### src/rtl/rect_scene_ctrl.sv
// Rectangle scene controller: shadow/active descriptor banks with a vblank-synchronised
// commit, plus a per-pixel priority resolver producing a registered rgb.
module rect_scene_ctrl #(
    parameter int unsigned NUM_RECTS = 4,
    parameter int unsigned X_START   = 158,
    parameter int unsigned V_DISPLAY = 480,
    parameter logic [23:0] BG_COLOR  = 24'hFFFFFF,
    localparam int unsigned IDX_W    = (NUM_RECTS > 1) ? $clog2(NUM_RECTS) : 1
) (
    input  logic             clk,
    input  logic             rst_n,
    input  logic             bright,
    input  logic [9:0]       hcount,
    input  logic [9:0]       vcount,
    input  logic             cfg_valid,
    output logic             cfg_ready,
    input  logic [IDX_W-1:0] cfg_idx,
    input  logic             cfg_en,
    input  logic [9:0]       cfg_x0,
    input  logic [9:0]       cfg_x1,
    input  logic [9:0]       cfg_y0,
    input  logic [9:0]       cfg_y1,
    input  logic [23:0]      cfg_color,
    input  logic             commit_req,
    output logic             commit_busy,
    output logic             commit_done,
    output logic [23:0]      rgb
);

    typedef struct packed {
        logic        en;
        logic [9:0]  x0;
        logic [9:0]  x1;
        logic [9:0]  y0;
        logic [9:0]  y1;
        logic [23:0] color;
    } rect_t;

    typedef enum logic [1:0] {IDLE, PENDING, COPY, DONE} state_t;

    state_t           state_q, state_d;
    logic [IDX_W-1:0] copy_idx_q, copy_idx_d;
    logic             in_vblank_d_q, in_vblank;
    logic             vblank_start;
    logic             cfg_ready_q, cfg_ready_d;
    logic             commit_busy_q, commit_busy_d;
    logic             commit_done_q, commit_done_d;
    logic [23:0]      rgb_q, rgb_d;
    rect_t            shadow_q [NUM_RECTS];
    rect_t            shadow_d [NUM_RECTS];
    rect_t            active_q [NUM_RECTS];
    rect_t            active_d [NUM_RECTS];

    logic [9:0]  x_pos;
    logic [23:0] color;
    logic        found;

    assign in_vblank    = (vcount >= 10'(V_DISPLAY));
    assign vblank_start = in_vblank && !in_vblank_d_q;

    always_comb begin
        state_d    = state_q;
        copy_idx_d = copy_idx_q;
        case (state_q)
            IDLE:    if (commit_req) state_d = PENDING;
            PENDING: if (vblank_start) begin
                state_d    = COPY;
                copy_idx_d = '0;
            end
            COPY: begin
                if (copy_idx_q == IDX_W'(NUM_RECTS - 1)) state_d = DONE;
                else copy_idx_d = copy_idx_q + 1'b1;
            end
            DONE:    state_d = IDLE;
            default: state_d = IDLE;
        endcase
        // Handshake outputs are registered from the next state so they read 0 during reset.
        cfg_ready_d   = (state_d == IDLE);
        commit_busy_d = (state_d == PENDING) || (state_d == COPY);
        commit_done_d = (state_d == DONE);
    end

    always_comb begin
        shadow_d = shadow_q;
        active_d = active_q;
        for (int unsigned i = 0; i < NUM_RECTS; i++) begin
            if (cfg_valid && cfg_ready_q && (cfg_idx == IDX_W'(i))) begin
                shadow_d[i].en    = cfg_en;
                shadow_d[i].x0    = cfg_x0;
                shadow_d[i].x1    = cfg_x1;
                shadow_d[i].y0    = cfg_y0;
                shadow_d[i].y1    = cfg_y1;
                shadow_d[i].color = cfg_color;
            end
            if ((state_q == COPY) && (copy_idx_q == IDX_W'(i))) active_d[i] = shadow_q[i];
        end
    end

    always_comb begin
        x_pos = hcount - 10'(X_START);
        color = BG_COLOR;
        found = 1'b0;
        for (int unsigned i = 0; i < NUM_RECTS; i++) begin
            if (!found && active_q[i].en &&
                (x_pos >= active_q[i].x0) && (x_pos < active_q[i].x1) &&
                (vcount >= active_q[i].y0) && (vcount < active_q[i].y1)) begin
                color = active_q[i].color;
                found = 1'b1;
            end
        end
        rgb_d = bright ? color : '0;
    end

    always_ff @(posedge clk) begin
        if (!rst_n) begin
            state_q       <= IDLE;
            copy_idx_q    <= '0;
            in_vblank_d_q <= 1'b0;
            cfg_ready_q   <= 1'b0;
            commit_busy_q <= 1'b0;
            commit_done_q <= 1'b0;
            rgb_q         <= '0;
            for (int unsigned i = 0; i < NUM_RECTS; i++) begin
                shadow_q[i] <= '0;
                active_q[i] <= '0;
            end
        end else begin
            state_q       <= state_d;
            copy_idx_q    <= copy_idx_d;
            in_vblank_d_q <= in_vblank;
            cfg_ready_q   <= cfg_ready_d;
            commit_busy_q <= commit_busy_d;
            commit_done_q <= commit_done_d;
            rgb_q         <= rgb_d;
            shadow_q      <= shadow_d;
            active_q      <= active_d;
        end
    end

    assign cfg_ready   = cfg_ready_q;
    assign commit_busy = commit_busy_q;
    assign commit_done = commit_done_q;
    assign rgb         = rgb_q;

endmodule
### config.mk
export PLATFORM = sky130hd
export DESIGN_NAME = rect_scene_ctrl
export DESIGN_NICKNAME = d
export VERILOG_FILES = /design/src/rtl/rect_scene_ctrl.sv
export SDC_FILE = /design/constraint.sdc
export NUM_CORES = 1
export LEC_CHECK = 0
export ABC_AREA = 1
export CAP_MARGIN = 20
export CORE_ASPECT_RATIO = 0.7
export CORE_MARGIN = 5
export CORE_UTILIZATION = 60
export DETAILED_ROUTE_END_ITERATION = 7
export PLACE_DENSITY = 0.79
export REMOVE_ABC_BUFFERS = 1
export SLEW_MARGIN = 15
export SYNTH_ARGS = -nofsm -noshare
export SYNTH_HDL_FRONTEND = slang
export SYNTH_SLANG_ARGS = --single-unit
### constraint.sdc
create_clock -name clk -period 4.1 [get_ports clk]
set_clock_uncertainty 0.05 [all_clocks]
set_input_delay 0.82 -clock clk [delete_from_list [all_inputs] [get_ports clk]]
set_output_delay 0.82 -clock clk [all_outputs]
set_load 0.05 [all_outputs]
Yosys cells after proc, flatten, opt, wreduce, memory -nomap -nowiden
Cells that the tools add are included.
Widths: inputs -> output; s select.
{ "totals": {"register_bits": 552, "in_bits": 92, "out_inout_bits": 27} }
{ "op_classes": {"addsub": 2, "magnitude_cmp": 17, "n_eq_ne": 14, "mux": 14, "reduce_logical": 41} }
{ "op_table": {"columns": ["op", "n"], "rows": [
  ["$mux 24", 4],
  ["$ge 10x10->1", 8],
  ["$lt 10x10->1", 8],
  ["$logic_and 1x1->1", 29],
  ["$eq 2x2->1 const B", 8],
  ["$ge 10x9->1 const B", 1],
  ["$mux 2", 5],
  ["$sub 10x8->10 const B", 1],
  ["$eq 2x1->1 const B", 4],
  ["$logic_not 2->1", 4],
  ["$pmux 2 s4", 1],
  ["$logic_not 1->1", 4],
  ["$ne 2x2->1 const B", 2],
  ["$pmux 2 s2", 1],
  ["$mux 1", 3],
  ["$reduce_and 3->1", 1],
  ["$add 2x1->2 const B", 1],
  ["$reduce_and 2->1", 1],
  ["$reduce_bool 2->1", 1],
  ["$logic_or 1x1->1", 1]
]} }

Depth between registers and ports, before layout
{ "logic_depth": {"word_depth": 28, "depth_mapped": 23} }

Worst setup path before layout
No wires, ideal clock.
{ "synth_timing": {"path_type": "input -> register", "start": "input port hcount[1]", "end": "register rgb_q[22], in the netlist rgb[22]", "setup_time_ps": 111, "t_arrival_ps": 3384, "setup_slack_ps": 556, "path_stages": 20, "n_path_buf": 2, "cell_sequence": "ha_1 -> nand3_1 -> nand3_1 -> a21oi_1 -> xor2_1 -> ha_1 -> nand2_1 -> inv_1 -> nand2_1 -> nand3_1 -> nor2_1 -> nand3_1 -> nor2_2 -> nand2_1 -> buf_4 -> buf_2 -> o21ai_0 -> o21ai_2 -> nand2_1 -> nor2_1"} }
{ "synth_between": {"elab_chain_len": 28} }
{ "synth_rtl": {"columns": ["element", "line", "rtl"], "rows": [
  ["start, declared", "13", "input logic [9:0] hcount,"],
  ["$sub 10x8->10 *", "100", "x_pos = hcount - 10'(X_START);"],
  ["$ge 10x10->1", "105", "(x_pos >= active_q[i].x0) && (x_pos < active_q[i].x1) &&"],
  ["$logic_and 1x1->1", "104", "if (!found && active_q[i].en &&"],
  ["$logic_and 1x1->1 (2 in a row)", "105", null],
  ["$logic_and 1x1->1", "106", "(vcount >= active_q[i].y0) && (vcount < active_q[i].y1)) begin"],
  ["$mux 1", "104", null],
  ["$logic_not 1->1", "104", null],
  ["$logic_and 1x1->1 (2 in a row)", "104", null],
  ["[7 not listed]", null, null],
  ["$logic_and 1x1->1 (2 in a row)", "105", null],
  ["$logic_and 1x1->1", "106", null],
  ["$mux 1", "104", null],
  ["$logic_not 1->1", "104", null],
  ["$logic_and 1x1->1 (2 in a row)", "104", null],
  ["$logic_and 1x1->1 (2 in a row)", "105", null],
  ["$logic_and 1x1->1", "106", null],
  ["$mux 24 *", "104", null],
  ["end signal, assigned", "134", "rgb_q <= rgb_d;"],
  ["end, declared", "48", "logic [23:0] rgb_q, rgb_d;"]
]} }
Mark *: on every way between the ends. The rest lies on a longest branch, timed or not.
A chain may end at the register's enable or synchronous reset.

Worst setup path in the final report
{ "layout_timing": {"start": "input port hcount[1]", "end": "register rgb_q[6], in the netlist rgb[6]"} }
The elaborated chain is that of the path after synthesis.

==> out/results.tsv <==
metric	value	unit
status	complete, no violations	
hold_viol_final	0	
clkTransAtPathRegs	60	ps
clkPwrFrac	0.415	
clock_latency	600	ps
p_leak	11.4	nW
stdcell_count	3711	
io_pins	119	
yosysWarnings	0	
dp_hpwl	42.0	mm
grt_max_degree	197	
cp.arrival	4360	ps
die_y	176	um
dr.first_iter.drc_count	2375	
fmax	257	MHz
seq_area_frac_synth	0.469	
hold_slack	400	ps
area_growth	14.5	%
worstPathCellList	clkdlybuf4s50_1, ha_1, nand3_1, nand3_1, a21oi_1, xor2_1, buf_4, buf_4, ha_1, a22o_1, nor4_1, nand4_2, nor2_4, buf_12, nand4_1, nand2_1, inv_1, nor2_1	
hold_class	reg -> reg	
postSynth.asyncResetShare	0	
synth_seq_cells	552	
layout.nets	3399	
fin_area	26900	um2
fp-row-count	60	
cp_slowest_cell	clkdlybuf4s50_1	
cp_slowest_stage_delay	440	ps
ys.flop_type	dfxtp_1	
fin_crit_sh	0.949	
tritoncts	done	
die-area	43400	um2
ff2ff_path_depth	17	
hold_path_depth	2	
cts_buffers	50	
p_comb_frac	0.098	
p_sw_frac	0.248	
vias	21235	
max-slew-margin-rel	0.293	
clockBufferDepth	3	
end_kind	flop	
antenna_found_initial	0	
cts-root-buf	clkbuf_16	
drc	0	
irDropWorstVdd	312	uV
drive_gt1_frac	0.0550	
seqPwrFrac	0.487	
setup_violations	0	
r2r_slack	1470	ps
p_int	8.56	mW
initial_core_util	0.610	
start_kind	primary input	
htreeDepth	2	
place.gp.congestion	0.972	
diodes	0	
track_usage	0.301	
slew_violations	0	
grt_pass1_wl	106	mm
worst_slew_pin_slew	1060	ps
fp.dieW	247	um
p_sw	2.83	mW
ant_nets	0	
min_period	3890	ps
io_buffers	118	
placed_area	25200	um2
vias_per_cell	5.72	
core	38600	um2
first_global_vias	20262	
synth_cell_types	39	
avgSynthCellArea	7.58	um2
worstPathMaxFanout	19	
synth_cells	3106	
routedWlPerCell	18.2	um
maxCapViolCount	0	
wl	67.6	mm
synth_edf_count	0	
fin_tns_setup	0	ps
power.total	11.4	mW
p_per_area	423	nW/um2
grt.overflow.total	0	
netlist_area	23500	um2
cts_sinks	552	
placed_cells_incl_taps	3619	
dr.pass1.iters	5	
required	4570	ps
crit_type	in -> reg	
-- through the flow --
| step | setup slack (ps) | utilization |
|---|---|---|
| 2_1_floorplan | -1470 | - |
| 3_3_place_gp | -331 | 0.654 |
| 3_5_place_dp | -426 | 0.654 |
| 4_1_cts | 162 | 0.696 |
| 5_1_grt | -35.1 | 0.698 |
| 6_report | 211 | 0.698 |
-- cells in the final DEF, fill, tap and decap left out, types with 5 or more instances in the layout --
cell type        count
a21oi_1            308
buf_12              11
buf_4               52
clkbuf_1            10
clkbuf_16           51
clkbuf_8            11
clkdlybuf4s50_1    117
clkinv_2            11
dfxtp_1            552
ha_1               159
inv_1              303
inv_2                8
nand2_1            294
nand3_1             78
nand4_1             36
nor2_1             588
nor2_4               5
o211ai_1             6
o21ai_0            528
o21ai_1              5
xor2_1               5
-- cell families after synthesis --
kind of cell / after synthesis / synth area share
compound gates: 864 / 0.187
xor+xnor: 7 / 0.00260
fa+ha+maj: 159 / 0.0845
buf+inv: 504 / 0.0829
flops: 552 / 0.469
simple gates: 1020 / 0.174
-- worst max-delay path, delay by kind of cell --
family,cells,cell delay (ps)
compound gates,2,380
simple gates,8,1510
fa+ha+maj,2,480
buf+inv,5,1020
xor+xnor,1,160
-- sequential cells by signal, indices dropped and copies added, names as in the netlist --
signal / count
active_q: 260
cfg_ready: 1
commit_busy: 1
commit_done: 1
copy_idx_q: 2
in_vblank_d_q: 1
rgb: 24
shadow_q: 260
state_q: 2
-- routing by layer --
metal | global-route usage | vias to the layer above | wire, um
li1 | - | 10202 | -
met1 | 0.425 | 9860 | 29400
met2 | 0.471 | 1025 | 29800
met3 | 0.0604 | 148 | 6660
met4 | 0.0869 | 0 | 1820
met5 | 0 | - | 0
-- final timing paths --
check                 from             to
max              hcount[1]         rgb[6]
min          active_q[219]  active_q[219]
max reg2reg  active_q[254]        rgb[23]
min reg2reg  active_q[219]  active_q[219]
-- power groups by stage --
stage | Sequential [mW] | Combinational (mW) | Clock, mW
2_1_floorplan | 5.70 | 0.526 | 0
3_3_place_gp | 5.66 | 1.05 | 0
3_5_place_dp | 5.66 | 1.09 | 0
4_1_cts | 5.54 | 1.10 | 4.76
5_1_grt | 5.55 | 1.23 | 4.99
6_report | 5.54 | 1.12 | 4.72
-- cells in the mapped netlist, drive strengths merged (2+ instances only) --
cell | count | area share
a211oi | 3 | 0.00096
buf | 20 | 0.0057
dfxtp | 552 | 0.47
a21oi | 310 | 0.066
nor4 | 4 | 0.0011
nor3 | 5 | 0.0011
xor2 | 6 | 0.0022
nand2 | 299 | 0.048
o211ai | 6 | 0.0019
nor2 | 594 | 0.096
nand3 | 79 | 0.017
o21a | 4 | 0.0013
inv | 311 | 0.050
clkbuf | 173 | 0.028
ha | 159 | 0.085
o21ai | 534 | 0.11
nand4 | 38 | 0.011
a31oi | 2 | 0.00053
-- layout make-up --
type,instances,area (um2)
Sequential cell,552,11100
Clock inverter,16,174
Timing Repair Buffer,182,1810
Inverter,311,1170
Fill cell,3031,11600
Clock buffer,72,1470
Tap cell,527,659
Multi-Input combinational cell,2051,10600
-- repair_timing --
item | CTS | global route
setup buffers | 0 | 3
gates resized for setup | 0 | 4
hold buffers | 0 | 0
endpoints found under the setup margin | 0 | 24
endpoints found under the hold margin | 0 | 0
No activity file was read; power rests on OpenSTA's default activity.
